==> src/rtl/free_list.sv <==
// free_list: circular FIFO of free physical register tags feeding the rename map table.
//   clock            system clock
//   reset            asynchronous active-low reset; restores the identity-mapped full list
//   en               global stall; when low all state holds
//   dispatch_en      consume NUM_SUPER tags this cycle (ignored while free_hazard)
//   ROB_idx          ROB slot of each dispatching lane; receives a head snapshot
//   retire_en        per-lane retire valid
//   retire_Told_idx  tags returned to the tail
//   rollback_en      restore head from the snapshot at ROB_rollback_idx
//   ROB_rollback_idx ROB slot of the mispredicted branch
//   FL_T_idx         next free tags; lane i is the entry at head+i
//   free_hazard      fewer than NUM_SUPER tags available
//   free_count       number of free tags (0..DEPTH)
module free_list #(
    parameter int NUM_PR    = 64,
    parameter int NUM_ARCH  = 32,
    parameter int NUM_SUPER = 2,
    parameter int NUM_ROB   = 32,
    parameter int DEPTH     = NUM_PR - NUM_ARCH,
    localparam int TW = $clog2(NUM_PR),
    localparam int RW = $clog2(NUM_ROB),
    localparam int IW = $clog2(DEPTH),
    localparam int PW = IW + 1,
    localparam int CW = $clog2(DEPTH) + 1
) (
    input  logic                          clock,
    input  logic                          reset,
    input  logic                          en,
    input  logic                          dispatch_en,
    input  logic [NUM_SUPER-1:0][RW-1:0]  ROB_idx,
    input  logic [NUM_SUPER-1:0]          retire_en,
    input  logic [NUM_SUPER-1:0][TW-1:0]  retire_Told_idx,
    input  logic                          rollback_en,
    input  logic [RW-1:0]                 ROB_rollback_idx,
    output logic [NUM_SUPER-1:0][TW-1:0]  FL_T_idx,
    output logic                          free_hazard,
    output logic [CW-1:0]                 free_count
);

    logic [TW-1:0] fifo [DEPTH];
    logic [PW-1:0] snap_head [NUM_ROB];
    logic [PW-1:0] head, tail, tail_nxt;
    logic [PW-1:0] rd_ptr [NUM_SUPER];
    logic [PW-1:0] wr_ptr [NUM_SUPER];
    logic          do_dispatch;

    // Pointers carry a wrap bit in the MSB; advancing past DEPTH-1 folds the index and flips it.
    function automatic logic [PW-1:0] adv(input logic [PW-1:0] p, input int n);
        int s;
        s = int'(p[IW-1:0]) + n;
        return (s >= DEPTH) ? {~p[IW], IW'(s - DEPTH)} : {p[IW], IW'(s)};
    endfunction

    always_comb begin
        int diff;
        diff = int'(tail[IW-1:0]) - int'(head[IW-1:0]) + ((tail[IW] != head[IW]) ? DEPTH : 0);
        free_count = CW'(diff);
        free_hazard = free_count < CW'(NUM_SUPER);
        for (int i = 0; i < NUM_SUPER; i++) begin
            rd_ptr[i] = adv(head, i);
            FL_T_idx[i] = fifo[rd_ptr[i][IW-1:0]];
        end
    end

    // Retiring lanes are packed onto consecutive tail slots, skipping disabled lanes.
    always_comb begin
        int c;
        c = 0;
        for (int k = 0; k < NUM_SUPER; k++) begin
            wr_ptr[k] = adv(tail, c);
            c = c + (retire_en[k] ? 1 : 0);
        end
        tail_nxt = adv(tail, c);
    end

    assign do_dispatch = dispatch_en && !rollback_en && !free_hazard;

    always_ff @(posedge clock or negedge reset) begin
        if (!reset) begin
            for (int i = 0; i < DEPTH; i++)
                fifo[i] <= TW'(NUM_ARCH + i);
            for (int i = 0; i < NUM_ROB; i++)
                snap_head[i] <= '0;
            head <= '0;
            tail <= {1'b1, {IW{1'b0}}};
        end else if (en) begin
            for (int k = 0; k < NUM_SUPER; k++)
                if (retire_en[k])
                    fifo[wr_ptr[k][IW-1:0]] <= retire_Told_idx[k];
            tail <= tail_nxt;
            if (rollback_en)
                head <= snap_head[ROB_rollback_idx];
            else if (do_dispatch) begin
                head <= adv(head, NUM_SUPER);
                // Each lane records the head as it stands once its own tag is taken.
                for (int j = 0; j < NUM_SUPER; j++)
                    snap_head[ROB_idx[j]] <= adv(head, j + 1);
            end
        end
    end

endmodule

==> config.mk <==
export PLATFORM = sky130hd
export DESIGN_NAME = free_list
export DESIGN_NICKNAME = d
export VERILOG_FILES = /design/src/rtl/free_list.sv
export SDC_FILE = /design/constraint.sdc
export NUM_CORES = 1
export LEC_CHECK = 0
export ABC_AREA = 1
export CAP_MARGIN = 20
export CORE_UTILIZATION = 50
export CTS_CLUSTER_DIAMETER = 30
export DETAILED_ROUTE_END_ITERATION = 8
export HOLD_SLACK_MARGIN = 0.1
export PLACE_DENSITY = 0.66
export SLEW_MARGIN = 20
export SYNTH_ARGS = -nofsm -noshare
export SYNTH_HDL_FRONTEND = slang
export SYNTH_SLANG_ARGS = --single-unit
==> constraint.sdc <==
create_clock -name clock -period 4.5 [get_ports clock]
set_input_delay 0.675 -clock clock [delete_from_list [all_inputs] [get_ports clock]]
set_output_delay 0.675 -clock clock [all_outputs]
set_load 0.01 [all_outputs]
---- After elaboration in Yosys (flattened, before gate mapping) ----
Cells that the tools add are included.
cells by class
  eq/ne operators ......................... 1
  $lt $le $gt $ge ......................... 18
  muxes and demuxes ....................... 35
  reduce and logical (&&, ||, !) cells .... 12
  bitwise logic cells ..................... 10
  add/sub/neg operators ................... 13
operator list
  operator                                                               number
  192-bit bitwise mux                                                    4
  192-bit two-way mux                                                    3
  6-bit demux with 5-bit select                                          4
  6-bit binary-select mux with 5-bit select                              3
  6-bit two-way mux                                                      15
  6-bit >= comparator, second input constant                             11
  5-bit inverter with 6-bit output                                       7
  5-bit by 1-bit subtractor with 5-bit output, second input constant     6
  6-bit by 1-bit < comparator with 1-bit output, second input constant   4
  5-bit two-way mux                                                      4
  5-bit by 6-bit >= comparator with 1-bit output, second input constant  2
  5-bit by 1-bit adder with 6-bit output                                 1
  5-bit by 1-bit adder with 6-bit output, second input constant          1
  5-bit by 2-bit adder with 6-bit output                                 1
  5-bit by 2-bit adder with 6-bit output, second input constant          1
  6-bit adder                                                            1
  1-bit logical AND                                                      6
  6-bit by 2-bit < comparator with 1-bit output, second input constant   1
  5-bit by 5-bit subtractor with 6-bit output                            1
  2-bit AND reduction                                                    2
  1-bit inverter                                                         3
  3-bit AND reduction                                                    1
  1-bit by 1-bit adder with 2-bit output                                 1
  1-bit zero test                                                        2
  3 further kinds                                                        4
word-level totals
  logic and storage cells ................. 156
  bits in registers ....................... 396

---- Logic depth before layout (Yosys ltp) ----
  word-level depth ........................ 12
  gate-level depth with buffers ........... 18
  depth with buffers taken out ............ 15

---- Worst setup path before layout ----
OpenSTA, ideal clock, no wires.
  kind .................................... reg2out
  from .................................... register head[0]
  to ...................................... output FL_T_idx[10] (netlist name)
  data arrival time ....................... 2.792 ns
  data required time ...................... 3.825 ns
  path slack .............................. 1.033 ns
  stages on the path, launching flop included .. 17
  path through ............................ dfrtp_1 > buf_2 > clkinv_1 > buf_2 > clkbuf_1 > clkbuf_1 > ha_1 > buf_2 > inv_1 > buf_2 > buf_1 > a21oi_1 > o21ai_0 > nand3_1 > nand3_1 > nand2_1 > o21a_1
RTL lines
  item                      RTL line  source
  start: declaration        42        logic [PW-1:0] head, tail, tail_nxt;
  start signal: assignment  92        head <= snap_head[ROB_rollback_idx];
  start signal: assignment  94        head <= adv(head, NUM_SUPER);
  end: declaration          35        output logic [NUM_SUPER-1:0][TW-1:0] FL_T_idx,

==> results.md <==
- The run finished with clean final reports.
- After layout, the worst setup slack is 0.1828 ns.
- In the finished design, the share of the clock period the worst path needs comes to 95.94%.
- Global routing consumed, over all layers together, 38.22% of the routing resources.
- The commonest non-fill, non-tap cell in the layout is sky130_fd_sc_hd__nand2_1.
- Setup repair after global routing left no endpoint under its margin.
- The layout has 5472 filler cells.
- The number of antenna violations at the first check in global routing was 1.
- The synthesis-to-layout area growth is 16.56%.
- The cell area after placement is 28990 um2.
- The clock tree from TritonCTS is done.
- The chip height is 239.0 um.
- In the layout the commonest cells are sky130_fd_sc_hd__nand2_1 (1704), sky130_fd_sc_hd__nand3_1 (624), sky130_fd_sc_hd__o21ai_0 (389), sky130_fd_sc_hd__dfrtp_1 (281), sky130_fd_sc_hd__a21oi_1 (243).
- The CTS sink count is 396.
- The number of placed I/O pins is 53.
- Of the cells placed in the final design, the portion with a size suffix greater than 1 is 10.93%.
- Input and output buffers added on the ports amount to 52.
- The maximum frequency from static timing analysis is 231.6 MHz.
- By area the synthesized netlist is led by sky130_fd_sc_hd__dfrtp_1 (25%), sky130_fd_sc_hd__nand2_1 (23%), sky130_fd_sc_hd__nand3_1 (11%).
- Timing analysis after detailed placement gives a worst setup slack of 0.8498 ns.
- The routed design has 108700 um of wire.
- The highest net fanout along the worst path is 25.
- The data arrival time of the worst path is 3.64 ns.
- The setup TNS after final layout is 0 ns.
- At the pin with the least slew margin, the transition time is 1.130 ns.
- The count of unresolved DRC violations after routing is 0.
- The critical path starts at head[1].
- Dividing the detail-routed wire length by the instance count gives 21.22 um.
- In the routed layout, each cell is associated on average with a via count of 5.933.
- For this run, the number of Yosys warnings is 0.
- The critical path ends at FL_T_idx[11].
- The via count of the first global-routing pass is 28102.
- The number of antenna diodes is 0.
- The detailed-router iteration count before antenna repair is 6.
- The floorplan has 86 rows.
- The setup check on the worst reg-to-reg path leaves a slack of 0.93 ns.
- The H-tree generated during clock tree synthesis spans 3 levels.
- The synthesized area per cell is 6.452 um2.
- The power density over the cells is 642.4 nW/um2.
- The global-route wire length before repair is 167900 um.
- The core region is 55310 um2.
- The clock arrives with 0.02416 ns of skew.
- In this run, synthesis produced a sequential element count of 396.
- Subtracting the final worst setup slack from the clock period gives 4.317 ns.
- The share of synthesized area in the top cell type comes to 25.22%.
- Hold timing on the final database bottoms out at a slack of 0.1004 ns.
- The number of buffers added by the clock tree synthesis step is 106.
- The setup path with the least slack is of type reg -> out.
- No sink is reached through more buffers than the 3 on the longest clock path.
- The detail route stage leaves a number of antenna-violating nets equal to 0.
- The CTS root buffer is sky130_fd_sc_hd__clkbuf_16.
- The leakage power figure is 16.18 nW.
- The finished cells cover 32730 um2.
- The max-slew violation count is 0.
- The floorplan step defined a die boundary enclosing 57110 um2.
- The clock latency at the later pin of the worst-skew pair is 0.66 ns.
- The net count of the finished layout is 4333.
- The path class of the lowest-slack min-delay path is in -> async.
- The congestion estimate from routability-driven global placement came to 1.009.
- The largest total area in the synthesized netlist belongs to sky130_fd_sc_hd__dfrtp_1.
- Across all layers, the routed design uses 30394 vias.
- The number of hold buffers added after CTS is 0.
- The clock transition at the registers of the reported paths is 0.04 ns.
- Max-cap violations in this run came to 0.
- STA classifies the critical path startpoint as a flop.
- The worst register-to-register path ends at head[2].
- Once the floorplan was initialized, standard cells occupied 50.76% of the core.
- The aggregate global routing overflow is 0.
- The maximum number of pins on one net before global-route repair is 209.
- The number of distinct library cell variants in the gate-level netlist after synthesis is 43.
- The worst slew slack as a fraction of its limit is 24.61%.
- The sum of net half-perimeters after detailed placement is 68700 um.
- Data on the critical path is required at its endpoint by 3.83 ns.
- The violation count after the first detailed-routing iteration is 3565.
- The number of cells on the worst reg-to-reg path is 13.
- STA classifies the critical path endpoint as a primary output.
- The origin of the critical flop-to-flop path is head[1].
- The hold violation total from the final report is 0.
- The worst ir drop on vdd is 0.5044 mV.
- For this run, the register share of the synthesized area comes to 35.80%.
- Setup violations remaining at the end of the flow were counted as 0.
- The overall die width is 239.0 um.
- The cell area that synthesis handed to floorplanning was 28080 um2.
- After technology mapping, the gate count stands at 4352.
- The post-synthesis net count is 4399.
metal layers:
metal / wire length, um / vias to the layer above / global-route usage, % / part of all wire [%]
met5: 54 / - / 0 / 0.050
met2: 48340 / 1687 / 59.44 / 44
met3: 9732 / 440 / 6.490 / 9.0
met4: 8196 / 2 / 25.97 / 7.5
met1: 42410 / 13915 / 48.64 / 39
li1: - / 14350 / - / -
stage by stage:
stage / total power [mW] / std cells / util (%)
after global placement: 12.93 / 4923 / 52.41
after floorplan: 10.35 / 4352 / -
final: 21.02 / 5123 / 59.17
after CTS: 20.83 / 5120 / 59.11
after global routing: 22.08 / 5123 / 59.17
after detailed placement: 12.98 / 4923 / 52.41
sequential cells by signal, indices dropped and copies added, names as in the netlist:
register and count:
fifo 192, head 6, snap_head 192, tail 6
cell usage after synthesis, drive strengths merged:
cell,n
nand2,1712
nand3,626
o21ai,442
dfrtp,283
a21oi,243
inv,233
clkbuf,206
o22ai,167
nor2,146
dfstp,113
buf,88
nor3,19
o211ai,13
xor2,13
ha,11
nand4,10
o2111ai,8
a31oi,5
clkinv,5
o21a,3
fa,2
a211oi,1
and3,1
o221ai,1
or2,1
logic make-up after synthesis:
family	synth area share, %
AND/OR/NAND/NOR	38.49
buffers and inverters	7.656
XOR/XNOR	0.6328
AO/OA/AOI/OAI	16.79
flip-flops	35.80
adder cells (fa/ha/maj)	0.6328
worst max-delay path, cell delays in order, from the launching register on:
cell,delay (ns)
sky130_fd_sc_hd__dfrtp_4,0.56
sky130_fd_sc_hd__buf_4,0.24
sky130_fd_sc_hd__ha_1,0.24
sky130_fd_sc_hd__xor2_2,0.19
sky130_fd_sc_hd__buf_4,0.23
sky130_fd_sc_hd__inv_2,0.21
sky130_fd_sc_hd__nand3_1,0.15
sky130_fd_sc_hd__nand3_1,0.09
sky130_fd_sc_hd__nand2_1,0.11
sky130_fd_sc_hd__nor2_1,0.05
sky130_fd_sc_hd__a31oi_1,0.31
sky130_fd_sc_hd__clkdlybuf4s50_1,0.61
layout make-up:
class                      count  area [um2]  area share, %
multi-input combinational   3424       15940          48.69
sequential                   396       10060          30.74
clock buffer                 151        3093          9.451
timing repair buffer         120        1156          3.533
tap                          748       935.9          2.860
inverter                     238       934.6          2.856
clock inverter                46       611.8          1.870
worst min-delay path by stage:
stage	endpoint	slack, ns	cells past startpoint
4_1_cts	snap_head[159]	0.14	1
2_1_floorplan	fifo[100]	0.38	0
3_5_place_dp	snap_head[184]	0.46	2
6_report	snap_head[159]	0.10	1
5_1_grt	snap_head[159]	0.18	1
3_3_place_gp	snap_head[126]	0.45	2
where the power goes:
| group | total, mW | switching [mW] | internal [mW] |
|---|---|---|---|
| Clock | 7.79 | 2.38 | 5.41 |
| Combinational | 7.64 | 5.24 | 2.41 |
| Sequential | 5.59 | 0.859 | 4.73 |
| Total | 21.0 | 8.47 | 12.5 |
timing repair:
item                       CTS  global route
resized for setup            0             1
setup endpoints to repair    0             3
setup buffers                0             3
(Power assumes the default switching activity.)
